$ cat config.mk
export PLATFORM = sky130hd
export DESIGN_NAME = decode_stage_flat
export DESIGN_NICKNAME = d
export VERILOG_FILES = /design/src/rtl/decode_stage_pkg.sv /design/src/rtl/decode_stage_if.sv /design/src/rtl/decode_stage_regfile.sv /design/src/rtl/decode_stage.sv /design/src/flat_wrapper.sv
export SDC_FILE = /design/constraint.sdc
export NUM_CORES = 1
export LEC_CHECK = 0
export BUFFER_PORTS_ARGS = -buffer_cell sky130_fd_sc_hd__buf_2
export CAP_MARGIN = 40
export CORE_UTILIZATION = 50
export CTS_CLUSTER_SIZE = 30
export DETAILED_ROUTE_END_ITERATION = 8
export PLACE_DENSITY = 0.79
export SLEW_MARGIN = 5
export SYNTH_ARGS = -nofsm -noshare
export SYNTH_HDL_FRONTEND = slang
export SYNTH_SLANG_ARGS = --single-unit
$ cat constraint.sdc
create_clock -name clk -period 5.55 [get_ports clk]
set_clock_uncertainty 0.1 [all_clocks]
set_input_delay 0 -clock clk [delete_from_list [all_inputs] [get_ports clk]]
set_output_delay 0 -clock clk [all_outputs]
set_load 0.05 [all_outputs]
$ cat src/rtl/decode_stage_pkg.sv
// decode_stage_pkg: opcodes, ALU encodings, field positions and ID/EX control bundle shared with execute
package decode_stage_pkg;
  localparam logic [3:0] OP_NOP = 4'h0, OP_ADD = 4'h1, OP_SUB = 4'h2, OP_AND = 4'h3, OP_OR = 4'h4;
  localparam logic [3:0] OP_ADDI = 4'h5, OP_LD = 4'h6, OP_ST = 4'h7, OP_BEQ = 4'h8, OP_JMP = 4'h9;
  localparam int OP_MSB = 15, RQ_MSB = 11, RS_MSB = 7;
  typedef enum logic [2:0] {ALU_ADD, ALU_SUB, ALU_AND, ALU_OR, ALU_PASS} alu_op_t;
  typedef struct packed {
    logic    jump_or_branch_high;
    logic    rqrd_or_imm;
    logic    rs_or_imm;
    alu_op_t alu_ctrl;
    logic    mem_rd;
    logic    mem_wr;
    logic    reg_wr;
    logic    illegal;
  } ctrl_t;
  function automatic ctrl_t decode(input logic [3:0] op);
    ctrl_t c;
    c = '0;
    case (op)
      OP_NOP: c.illegal = 1'b0;
      OP_ADD: begin c.alu_ctrl = ALU_ADD; c.reg_wr = 1'b1; end
      OP_SUB: begin c.alu_ctrl = ALU_SUB; c.reg_wr = 1'b1; end
      OP_AND: begin c.alu_ctrl = ALU_AND; c.reg_wr = 1'b1; end
      OP_OR: begin c.alu_ctrl = ALU_OR; c.reg_wr = 1'b1; end
      OP_ADDI: begin c.rs_or_imm = 1'b1; c.reg_wr = 1'b1; end
      OP_LD: begin c.rs_or_imm = 1'b1; c.mem_rd = 1'b1; c.reg_wr = 1'b1; end
      OP_ST: begin c.rs_or_imm = 1'b1; c.mem_wr = 1'b1; end
      OP_BEQ: begin c.alu_ctrl = ALU_SUB; c.jump_or_branch_high = 1'b1; end
      OP_JMP: begin c.alu_ctrl = ALU_PASS; c.jump_or_branch_high = 1'b1; c.rqrd_or_imm = 1'b1; c.rs_or_imm = 1'b1; end
      default: c.illegal = 1'b1;
    endcase
    return c;
  endfunction
endpackage

$ cat src/rtl/decode_stage_if.sv
// decode_stage_if: IF/ID, write-back and ID/EX signals of the decode stage
interface decode_stage_if #(parameter int PC_W = 16);
  logic [PC_W-1:0] pc_in;
  logic [15:0] instr_in;
  logic valid_in, flush, wb_en;
  logic [3:0] wb_addr;
  logic [31:0] wb_data;
  logic stall;
  logic [PC_W-1:0] pc_out;
  logic [15:0] instr_out;
  logic [31:0] rqrd_out, rs_out;
  logic valid_out, jump_or_branch_high, rqrd_or_imm, rs_or_imm;
  logic [2:0] alu_ctrl;
  logic mem_rd, mem_wr, reg_wr, illegal;
  modport master (
    output pc_in, instr_in, valid_in, flush, wb_en, wb_addr, wb_data,
    input stall, pc_out, instr_out, rqrd_out, rs_out, valid_out, jump_or_branch_high,
    input rqrd_or_imm, rs_or_imm, alu_ctrl, mem_rd, mem_wr, reg_wr, illegal
  );
  modport slave (
    input pc_in, instr_in, valid_in, flush, wb_en, wb_addr, wb_data,
    output stall, pc_out, instr_out, rqrd_out, rs_out, valid_out, jump_or_branch_high,
    output rqrd_or_imm, rs_or_imm, alu_ctrl, mem_rd, mem_wr, reg_wr, illegal
  );
endinterface

$ cat src/rtl/decode_stage_regfile.sv
// decode_stage_regfile: 2R1W register file, r0 hardwired to zero, write-through under DECODE_WB_BYPASS_EN
module decode_stage_regfile #(
  parameter int NREG = 16
) (
  input  logic        clk,
  input  logic        we,
  input  logic [3:0]  wa,
  input  logic [31:0] wd,
  input  logic [3:0]  ra,
  input  logic [3:0]  rb,
  output logic [31:0] rda,
  output logic [31:0] rdb
);
  logic [31:0] mem [NREG];
  // write port; r0 is never stored
  always_ff @(posedge clk) if (we && wa != 4'd0) mem[wa] <= wd;
`ifdef DECODE_WB_BYPASS_EN
  assign rda = ra == 4'd0 ? '0 : (we && wa == ra) ? wd : mem[ra];
  assign rdb = rb == 4'd0 ? '0 : (we && wa == rb) ? wd : mem[rb];
`else
  assign rda = ra == 4'd0 ? '0 : mem[ra];
  assign rdb = rb == 4'd0 ? '0 : mem[rb];
`endif
endmodule

$ cat src/rtl/decode_stage.sv
// decode_stage: register file, decode, load-use stall and ID/EX register (option DECODE_WB_BYPASS_EN)
module decode_stage
  import decode_stage_pkg::*;
#(
  parameter int PC_W = 16,
  parameter int NREG = 16
) (
  input logic clk,
  input logic rst,
  decode_stage_if.slave d
);
  logic [3:0] op, rq, rs, ex_rd;
  logic [31:0] rda, rdb, rq_q, rs_q;
  logic use_rq, use_rs, hazard, bubble, valid_q;
  ctrl_t c, ctrl_q;
  logic [PC_W-1:0] pc_q;
  logic [15:0] instr_q;
  decode_stage_regfile #(.NREG(NREG)) u_rf (
    .clk, .we(d.wb_en), .wa(d.wb_addr), .wd(d.wb_data), .ra(rq), .rb(rs), .rda, .rdb
  );
  assign op = d.instr_in[OP_MSB -: 4];
  assign rq = d.instr_in[RQ_MSB -: 4];
  assign rs = d.instr_in[RS_MSB -: 4];
  assign ex_rd = instr_q[RQ_MSB -: 4];
  // decode and load-use detection against the LD held in ID/EX
  always_comb begin
    c = decode(op);
    use_rq = op inside {[OP_ADD:OP_BEQ]};
    use_rs = use_rq && !c.rs_or_imm;
    hazard = d.valid_in && valid_q && ctrl_q.mem_rd && ex_rd != 4'd0 &&
             ((use_rq && rq == ex_rd) || (use_rs && rs == ex_rd));
    bubble = !d.valid_in || d.flush || hazard;
  end
  assign d.stall = hazard && !d.flush && !rst;
  // ID/EX register; bubbles zero the control bundle while data is still captured
  always_ff @(posedge clk) begin
    if (rst) begin
      pc_q <= '0;
      instr_q <= '0;
      rq_q <= '0;
      rs_q <= '0;
      valid_q <= 1'b0;
      ctrl_q <= '0;
    end else begin
      pc_q <= d.pc_in;
      instr_q <= d.instr_in;
      rq_q <= rda;
      rs_q <= rdb;
      valid_q <= !bubble;
      ctrl_q <= bubble ? '0 : c;
    end
  end
  assign d.pc_out = pc_q;
  assign d.instr_out = instr_q;
  assign d.rqrd_out = rq_q;
  assign d.rs_out = rs_q;
  assign d.valid_out = valid_q;
  assign d.jump_or_branch_high = ctrl_q.jump_or_branch_high;
  assign d.rqrd_or_imm = ctrl_q.rqrd_or_imm;
  assign d.rs_or_imm = ctrl_q.rs_or_imm;
  assign d.alu_ctrl = ctrl_q.alu_ctrl;
  assign d.mem_rd = ctrl_q.mem_rd;
  assign d.mem_wr = ctrl_q.mem_wr;
  assign d.reg_wr = ctrl_q.reg_wr;
  assign d.illegal = ctrl_q.illegal;
endmodule

$ cat src/flat_wrapper.sv
// flat-port wrapper written by rule: the top's interface ports become plain ports
module decode_stage_flat import decode_stage_pkg::*;
#(
  parameter int PC_W = 16,
  parameter int NREG = 16
)
  (clk, rst, d_pc_in, d_instr_in, d_valid_in, d_flush, d_wb_en, d_wb_addr, d_wb_data, d_stall, d_pc_out, d_instr_out, d_rqrd_out, d_rs_out, d_valid_out, d_jump_or_branch_high, d_rqrd_or_imm, d_rs_or_imm, d_alu_ctrl, d_mem_rd, d_mem_wr, d_reg_wr, d_illegal);
  decode_stage_if #(.PC_W(PC_W)) d_i ();
  input logic clk;
  input logic rst;
  input wire logic [$bits(d_i.pc_in)-1:0] d_pc_in;
  input wire logic [$bits(d_i.instr_in)-1:0] d_instr_in;
  input wire logic [$bits(d_i.valid_in)-1:0] d_valid_in;
  input wire logic [$bits(d_i.flush)-1:0] d_flush;
  input wire logic [$bits(d_i.wb_en)-1:0] d_wb_en;
  input wire logic [$bits(d_i.wb_addr)-1:0] d_wb_addr;
  input wire logic [$bits(d_i.wb_data)-1:0] d_wb_data;
  output wire logic [$bits(d_i.stall)-1:0] d_stall;
  output wire logic [$bits(d_i.pc_out)-1:0] d_pc_out;
  output wire logic [$bits(d_i.instr_out)-1:0] d_instr_out;
  output wire logic [$bits(d_i.rqrd_out)-1:0] d_rqrd_out;
  output wire logic [$bits(d_i.rs_out)-1:0] d_rs_out;
  output wire logic [$bits(d_i.valid_out)-1:0] d_valid_out;
  output wire logic [$bits(d_i.jump_or_branch_high)-1:0] d_jump_or_branch_high;
  output wire logic [$bits(d_i.rqrd_or_imm)-1:0] d_rqrd_or_imm;
  output wire logic [$bits(d_i.rs_or_imm)-1:0] d_rs_or_imm;
  output wire logic [$bits(d_i.alu_ctrl)-1:0] d_alu_ctrl;
  output wire logic [$bits(d_i.mem_rd)-1:0] d_mem_rd;
  output wire logic [$bits(d_i.mem_wr)-1:0] d_mem_wr;
  output wire logic [$bits(d_i.reg_wr)-1:0] d_reg_wr;
  output wire logic [$bits(d_i.illegal)-1:0] d_illegal;
  assign d_i.pc_in = d_pc_in;
  assign d_i.instr_in = d_instr_in;
  assign d_i.valid_in = d_valid_in;
  assign d_i.flush = d_flush;
  assign d_i.wb_en = d_wb_en;
  assign d_i.wb_addr = d_wb_addr;
  assign d_i.wb_data = d_wb_data;
  assign d_stall = d_i.stall;
  assign d_pc_out = d_i.pc_out;
  assign d_instr_out = d_i.instr_out;
  assign d_rqrd_out = d_i.rqrd_out;
  assign d_rs_out = d_i.rs_out;
  assign d_valid_out = d_i.valid_out;
  assign d_jump_or_branch_high = d_i.jump_or_branch_high;
  assign d_rqrd_or_imm = d_i.rqrd_or_imm;
  assign d_rs_or_imm = d_i.rs_or_imm;
  assign d_alu_ctrl = d_i.alu_ctrl;
  assign d_mem_rd = d_i.mem_rd;
  assign d_mem_wr = d_i.mem_wr;
  assign d_reg_wr = d_i.reg_wr;
  assign d_illegal = d_i.illegal;
  decode_stage #(.PC_W(PC_W), .NREG(NREG)) u_core (.clk(clk), .rst(rst), .d(d_i));
endmodule
==> results of run 1 <==
==> worst max path at each step <==
stage                                                   to  cells after the start
after detailed placement        u_core.d.mem_rd$_SDFF_PP0_                      6
final                           u_core.d.mem_rd$_SDFF_PP0_                      8
after global placement    u_core.d.rqrd_out[13]$_SDFF_PP0_                      5
after CTS                       u_core.d.mem_rd$_SDFF_PP0_                      8
after floorplan            u_core.u_rf.mem[8][0]$_DFFE_PP_                      2
after global routing            u_core.d.mem_rd$_SDFF_PP0_                      8
==> routing by layer <==
metal	vias up	GRT usage, %	part of all wire [%]
met3	145	5.06	11
met4	2	9.88	3.3
met5	-	0	0.013
li1	6151	-	-
met2	1004	42.9	49
met1	7551	33.3	37
==> critical path: cells and delay by family <==
kind                      cells  cell delay (ns)
AOI/OAI and AO/OA             2             0.83
and+or+nand+nor               1             0.12
buffers and inverters         4             2.22
xor gates and xnor gates      1             0.17
==> Yosys cell counts (4+ instances only) <==
cell type	number	area [sq um]
buf_6	6	67.6
nand2_1	134	503
a21oi_1	4	20.0
clkbuf_1	53	199
buf_2	40	200
nand3_1	67	335
nor2_1	15	56.3
mux2_1	27	304
nor2b_1	39	244
buf_4	5	37.5
a22oi_1	64	480
edfxtp_1	480	14400
mux2_2	36	405
a22o_1	63	552
xnor2_1	8	70.1
nor3_1	5	25.0
mux4_2	192	4320
dfxtp_1	107	2140
==> cell families after synthesis <==
group	share of synthesized area [%]
buffers and inverters	2.08
AO/OA/AOI/OAI	4.62
flip-flops	67.2
AND/OR/NAND/NOR	5.31
multiplexers	20.5
XOR/XNOR	0.284
==> area by class of cell <==
cell class                      count  area, sq um
Clock inverter                     28          214
Sequential cell                   587        16600
Tap cell                          656          821
Multi-Input combinational cell    687         7720
Clock buffer                       77         1590
Fill cell                        3371        19000
Timing Repair Buffer              313         2230
==> registers in the layout, summed over array words and instances (netlist names) <==
register and flops:
u_core.d.rqrd_or_imm 1, u_core.d.rqrd_out 32, u_core.d.pc_out 16, u_core.d.illegal 1, u_core.d.reg_wr 1, u_core.d.jump_or_branch_high 1
u_core.d.rs_or_imm 1, u_core.u_rf.mem 480, u_core.d.rs_out 32, u_core.d.mem_wr 1, u_core.d.mem_rd 1, u_core.d.instr_out 16
u_core.d.alu_ctrl 3, u_core.d.valid_out 1
==> metrics by stage <==
| stage | worst slack [ns] | std cells | util, % | power (mW) | area (sq um) |
|---|---|---|---|---|---|
| CTS | 2.66 | 2348 | 60.5 | 9.69 | 29100 |
| global placement | 3.11 | 2143 | 54.6 | 5.90 | 26300 |
| detailed placement | 3.10 | 2147 | 54.8 | 5.93 | 26400 |
| global route | 2.43 | 2348 | 60.5 | 9.91 | 29100 |
| finish | 2.60 | 2348 | 60.5 | 9.65 | 29100 |
| floorplan | 2.57 | 1380 | - | 5.64 | 24600 |
==> where the power goes <==
part           leakage [nW]  internal [mW]  total [mW]  switching (mW)
clock                 0.885           2.13        3.76            1.62
combinational          3.97          0.355       0.942           0.587
sequential             5.22           4.89        4.95          0.0610
==> flow_summary.yaml, run 1 <==
status:
  outcome: "finished, final reports clean"
timing:
  final.setup.tns_ns: 0
  hold-worst-slack_ns: 0.0759
  setup_viol: 0
  relSlewSlack_pct: 45.6
  fin_crit_sh_pct: 53.2
  worst_pin_slew_ns: 0.812
  rsz0062_at_grt: "no"
  timing.final.crit_period_ns: 2.95
  hold_viol: 0
  fmax_ghz: 0.339
  finalMaxSlewViolations: 0
drt:
  wl_per_cell_um: 27.2
  ant_nets: 0
  drc: 0
  routed_wl_um: 63900
  avgViaCountPerCell: 6.33
  vias: 14853
  drt_iter0_drc: 1695
  drtPass1Iterations: 5
die:
  die-width_um: 224
  num_rows: 80
  core-area_sq_um: 48100
  start_util_pct: 51.2
  dieArea_sq_um: 50200
  die_y_um: 224
  pin_count: 181
setup_path:
  worstPathRequired_ns: 6.00
  slowest_delay_ns: 0.73
  crit_start: "d_instr_in[9]"
  reg2reg_to: "u_core.d.mem_rd$_SDFF_PP0_"
  cp-start-kind: "input pin"
  path_cells: "dlygate4sd3_1, buf_4, buf_4, xnor2_1, nand4_1, o2111ai_1, a2111oi_0, dlygate4sd3_1"
  critical_path_arrival_ns: 3.40
  crit_fanout: 48
  r2r_cells: 6
  crit_slowest_cell: "buf_4"
  r2r_slack_ns: 2.69
  worstSetupEndpointType: "flop"
  critPathKind: "in2reg"
  timing.rr.start: "u_core.d.instr_out[11]$_SDFF_PP0_"
cells_and_area:
  nets: 1719
  mostFrequentLayoutCells: "edfxtp_1, mux4_2, buf_2"
  n_antenna_cell: 0
  mostFrequentLayoutCell: "edfxtp_1"
  layout-area-overhead-vs-synth_pct: 18.2
  drive_above_1_share_pct: 32.6
global_route:
  grt_overflow: 0
  grt_pass1_wl_um: 94300
  grt_pass1_vias: 15458
  grt_usage_pct: 25.7
  grt_antenna_before_repair: 1
  grt_max_degree: 50
logic_synthesis:
  synth_flop_cell: "edfxtp_1"
  syn_nets: 1453
  synth_seq_area_share_pct: 67.2
  ys_warn_count: 0
  ys_seq_elements: 587
  syn-cell-area_sq_um: 24600
  synth_edf_count: 480
  syn_inst: 1380
  syn_avg_cell_area_sq_um: 17.9
  ys_types: 39
  async_reset_ff_share_pct: 0
clocking:
  tritoncts: "done"
  clockBufferDepth: 3
  clock_latency_ns: 0.62
  clk_pin_slew_worst_paths_ns: 0.06
  ctsRootBufferMaster: "clkbuf_16"
  hold_buffers: 96
  post_cts_resized: 0
  cts_num_sinks: 587
  htree_levels: 2
  cts_setup_buffers: 0
  cts_buffers: 57
placement:
  routabilityCongestion: 0.759
  numPortBuffers: 180
  dpl.hpwl_um: 33800
flow_run:
  max_cap_violations: 0
min_path:
  hold_path_end: "u_core.u_rf.mem[4][12]$_DFFE_PP_"
  hp-start: "d_wb_addr[0]"
  min_delay_path_depth: 3
  hp-class: "in2reg"
power_and_ir_drop:
  cellPowerDensity_nw_per_um2: 331
  ir_drop_mv: 0.252
  leakagePower_nw: 10.1
No activity file was read; power rests on OpenSTA's default activity.
==> run 2: changes to the inputs <==
clock period = 2.8 ns   (was 5.55 ns; I/O delays follow)
==> flow_summary.yaml, run 2 (synthesis gave the netlist of run 1 again) <==
timing:
  fin_crit_sh_pct: 88.8
  rsz0062_at_grt: "no"
  setup_viol: 0
  finalMaxSlewViolations: 0
  worst_pin_slew_ns: 0.811
  timing.final.crit_period_ns: 2.49
  final.setup.tns_ns: 0
  relSlewSlack_pct: 45.9
  fmax_ghz: 0.402
  hold_viol: 0
  setup_slack_ns: 0.313
cells_and_area:
  largest-register: "u_core.u_rf.mem"
  drive_above_1_share_pct: 34.0
  mostFrequentLayoutCells: "edfxtp_1, mux4_2, buf_2"
  mostFrequentLayoutCell: "edfxtp_1"
  largest_reg_flops: 480
  layout-area-overhead-vs-synth_pct: 19.9
  nets: 1737
  n_antenna_cell: 0
power_and_ir_drop:
  leakagePower_nw: 10.3
  cellPowerDensity_nw_per_um2: 658
  ir_drop_mv: 0.435
  p_total_mw: 19.4
placement:
  dpl.hpwl_um: 35900
  numPortBuffers: 180
  routabilityCongestion: 0.806
  place_ws_ns: 0.790
drt:
  vias: 14883
  routed_wl_um: 63800
  top_layer: "met5"
  drt_iter0_drc: 1629
  wl_met2_um: 31700
  ant_nets: 0
  drc: 0
  drtPass1Iterations: 5
  dr_wl_met3_um: 6670
  wl_per_cell_um: 26.9
  avgViaCountPerCell: 6.28
  wl_met1_um: 23800
global_route:
  grt_pass1_wl_um: 94400
  grt_max_degree: 66
  grt_antenna_before_repair: 3
  grt_overflow: 0
  grt_usage_pct: 25.6
  grt_pass1_vias: 15360
min_path:
  hp-class: "in2reg"
die:
  pin_count: 181
  num_rows: 80
  core-area_sq_um: 48100
  die-width_um: 224
  dieArea_sq_um: 50200
  die_y_um: 224
  start_util_pct: 51.2
setup_path:
  crit_fanout: 11
  worstSetupEndpointType: "flop"
  critPathKind: "reg2reg"
  cp-start-kind: "flop"
  critical_path_arrival_ns: 2.90
  worstPathRequired_ns: 3.21
clocking:
  clockBufferDepth: 3
  ctsRootBufferMaster: "clkbuf_16"
  tritoncts: "done"
  cts_setup_buffers: 0
  clock_latency_ns: 0.63
  hold_buffers: 95
  cts_buffers: 58
  clk_pin_slew_worst_paths_ns: 0.06
  post_cts_resized: 0
  cts_num_sinks: 587
  htree_levels: 2
status:
  outcome: "finished, final reports clean"
flow_run:
  max_cap_violations: 0
run 2: cell types whose count changed in the layout (fill, tap and decap cells not counted), sizes merged, moves of 2 or more:
cell,delta
buf,+18
clkbuf,+10
clkinv,-7
clkinvlp,+2
run 2: report_power, final:
| group | total, mW | leakage, nW | switching [mW] | internal, mW |
|---|---|---|---|---|
| clock | 7.72 | 0.939 | 3.22 | 4.50 |
| combinational | 1.90 | 4.10 | 1.17 | 0.731 |
| sequential | 9.82 | 5.22 | 0.125 | 9.70 |
| total | 19.4 | 10.3 | 4.52 | 14.9 |
run 2: final timing paths:
path / startpoint / endpoint / slack (ns) / cells past startpoint
worst max-delay path: u_core.d.instr_out[8]$_SDFF_PP0_ / u_core.d.mem_wr$_SDFF_PP0_ / 0.31 / 5
worst min-delay path: d_wb_addr[0] / u_core.u_rf.mem[12][7]$_DFFE_PP_ / 0.04 / 3
worst max register to register: u_core.d.instr_out[8]$_SDFF_PP0_ / u_core.d.mem_wr$_SDFF_PP0_ / 0.31 / 5
worst min register to register: u_core.u_rf.mem[2][19]$_DFFE_PP_ / u_core.d.rs_out[19]$_SDFF_PP0_ / 0.51 / 3
run 2: area by class of cell:
cell class | instances | area [sq um]
clock buffer | 87 | 1670
tap | 656 | 821
sequential | 587 | 16600
fill | 3322 | 18600
timing repair buffer | 330 | 2500
multi-input combinational | 687 | 7750
clock inverter | 23 | 238
run 2: per-stage QoR:
stage                     util (%)  area, sq um  hold slack [ns]  instances
final                         61.3        29500           0.0409       2370
after detailed placement      55.4        26700            0.116       2165
after global routing          61.3        29500           0.0569       2370
after global placement        55.4        26700            0.116       2165
after CTS                     61.3        29500           0.0111       2370
after floorplan                  -        24700          -0.0209       1380
run 2: layer usage:
layer	GRT usage, %	up-vias
met5	0	-
met4	7.51	6
met3	4.80	127
met2	43.5	931
met1	33.8	7635
li1	-	6184
run 2: worst max-delay path: stages (launching register included):
cell and delay, ns:
dfxtp_1 0.46, xnor2_1 0.21, nand4_1 0.15, o2111ai_1 0.68, a211oi_1 0.16, dlygate4sd3_1 0.60
==> run 3: changes to the inputs <==
SYNTH_HIERARCHICAL = 1   (was not set)
TNS_END_PERCENT = 10   (was not set)
==> flow_summary.yaml, run 3 <==
status:
  outcome: "finished, final reports clean"
drt:
  wl_per_cell_um: 26.8
  avgViaCountPerCell: 6.31
  drc: 0
  drtPass1Iterations: 5
  routed_wl_um: 65100
  drt_iter0_drc: 1669
  vias: 15310
  ant_nets: 0
timing:
  fin_crit_sh_pct: 86.7
  relSlewSlack_pct: 46.9
  hold-worst-slack_ns: 0.0601
  rsz0062_at_grt: "no"
  setup_viol: 0
  setup_slack_ns: 0.373
  hold_viol: 0
  worst_pin_slew_ns: 0.797
  final.setup.tns_ns: 0
  finalMaxSlewViolations: 0
  fmax_ghz: 0.412
  timing.final.crit_period_ns: 2.43
clocking:
  htree_levels: 2
  cts_num_sinks: 586
  clockBufferDepth: 3
  clock_latency_ns: 0.61
  tritoncts: "done"
  clk_pin_slew_worst_paths_ns: 0.06
  cts_buffers: 59
  post_cts_resized: 0
  ctsRootBufferMaster: "clkbuf_16"
placement:
  routabilityCongestion: 0.807
  dpl.hpwl_um: 36700
  numPortBuffers: 180
  dp_cells: 2225
  place_ws_ns: 0.702
  postPlaceCellArea_sq_um: 27000
setup_path:
  r2r_cells: 5
  slowest_delay_ns: 0.72
  critPathTopFamily: "simple AND/OR/NAND/NOR gates"
  crit_slowest_cell: "dlygate4sd3_1"
  crit_buf_inv: 1
  reg2reg_to: "u_core/d.reg_wr$_SDFF_PP0_"
  critPathKind: "reg2reg"
  cp-start-kind: "flop"
  path_cells: "nor4_1, or4_4, nand3_4, dlygate4sd3_1, a2111oi_4"
  worstPathRequired_ns: 3.21
  crit_fanout: 9
  critical_path_arrival_ns: 2.83
  worstSetupEndpointType: "flop"
  timing.rr.start: "u_core/d.instr_out[9]$_SDFF_PP0_"
  r2r_slack_ns: 0.37
logic_synthesis:
  synthXorXnorAreaFrac_pct: 0.313
  async_reset_ff_share_pct: 0
  syn_avg_cell_area_sq_um: 17.6
  synth_common_cells: "edfxtp_1, mux4_2, dfxtp_1, nor2b_1, mux2i_1"
  synth_compound_area_share_pct: 5.99
  synth-simple-area-share_pct: 4.95
  netlist.area_leader.share_pct: 57.3
  ys_seq_elements: 586
  synth_edf_count: 480
  ys_warn_count: 6
  synth_flop_cell: "edfxtp_1"
  synthTopCellsByArea: "edfxtp_1, mux4_2, dfxtp_1, mux2i_1, mux2_2"
  synth_top_family_by_area: "multiplexers"
  syn_nets: 1506
  synth.most_common_cell: "edfxtp_1"
  synth_top_cell_by_area: "edfxtp_1"
  syn_inst: 1433
  synth_seq_area_share_pct: 65.7
  syn-cell-area_sq_um: 25200
  synth_mux_area_share_pct: 20.6
  synth-adder-area-share_pct: 0
  ys_types: 50
global_route:
  grt_overflow: 0
  grt_usage_pct: 25.6
  grt_antenna_before_repair: 2
  grt_pass1_wl_um: 95600
  grt_max_degree: 64
  grt_pass1_vias: 16165
cells_and_area:
  layout-area-overhead-vs-synth_pct: 18.9
  final_cell_area_sq_um: 29900
  drive_above_1_share_pct: 33.4
  largest_reg_flops: 480
  largest-register: "u_core/u_rf/mem"
  mostFrequentLayoutCell: "edfxtp_1"
  nets: 1785
  mostFrequentLayoutCells: "edfxtp_1, buf_2, mux4_2"
  fin_cells: 2427
die:
  dieArea_sq_um: 51300
  core-area_sq_um: 49300
  die_y_um: 226
  start_util_pct: 51.1
  die-width_um: 226
  pin_count: 181
  num_rows: 81
power_and_ir_drop:
  leakagePower_nw: 10.4
  cellPowerDensity_nw_per_um2: 666
  ir_drop_mv: 0.456
min_path:
  hold_path_end: "u_core/d.instr_out[7]$_SDFF_PP0_"
  min_delay_path_depth: 3
  hp-start: "d_instr_in[7]"
  hp-class: "in2reg"
flow_run:
  max_cap_violations: 0
-- run 3: cell type report --
class | count | area, sq um
tap | 664 | 831
clock buffer | 86 | 1730
timing repair buffer | 328 | 2410
clock inverter | 25 | 275
multi-input combinational | 736 | 8150
inverter | 1 | 3.75
sequential | 586 | 16500
antenna | 1 | 2.50
fill | 3492 | 19300
-- run 3: per-stage QoR --
step | utilization, % | power, mW
floorplan | - | 11.3
global placement | 54.9 | 11.9
detailed placement | 54.9 | 11.9
CTS | 60.8 | 20.0
global route | 60.8 | 20.5
finish | 60.8 | 19.9
-- run 3: worst min-delay path: stages --
cell	delay (ns)
buf_2	0.15
buf_4	0.33
nor2b_1	0.23
-- run 3: cell families (layout without fill, tap and decap cells) --
logic type / after synthesis / count (layout)
AND/OR/NAND/NOR: 222 / 222
XOR/XNOR: 9 / 9
AO/OA/AOI/OAI: 195 / 195
buffers and inverters: 111 / 440
flip-flops: 586 / 586
other: 0 / 1
multiplexers: 310 / 310
-- run 3: worst max-delay path by stage --
stage / from / to / slack [ns] / cells after the start
after floorplan: d_wb_addr[3] / u_core/u_rf/mem[4][0]$_DFFE_PP_ / -0.18 / 2
after global placement: d_instr_in[4] / u_core/d.rs_out[10]$_SDFF_PP0_ / 0.75 / 7
after detailed placement: d_instr_in[4] / u_core/d.rs_out[10]$_SDFF_PP0_ / 0.70 / 7
after CTS: d_wb_addr[2] / u_core/u_rf/mem[1][6]$_DFFE_PP_ / 0.44 / 6
after global routing: u_core/d.instr_out[8]$_SDFF_PP0_ / u_core/d.reg_wr$_SDFF_PP0_ / 0.30 / 5
final: u_core/d.instr_out[9]$_SDFF_PP0_ / u_core/d.reg_wr$_SDFF_PP0_ / 0.37 / 5
-- run 3: layer usage --
layer	vias up	track usage, %	wire length [um]
li1	6433	-	-
met1	7736	32.2	23900
met2	921	42.9	32000
met3	216	4.39	6250
met4	4	12.6	2950
met5	-	0	31
-- run 3: report_power, final --
part | internal (mW) | total (mW) | switching, mW
clock | 4.82 | 8.07 | 3.25
combinational | 0.796 | 2.08 | 1.28
sequential | 9.68 | 9.79 | 0.111
total | 15.3 | 19.9 | 4.64
-- run 3: what timing repair did --
action | CTS | global route
hold buffers | 90 | 0
buffers inserted | 0 | 0
endpoints found under the hold margin | 565 | 0
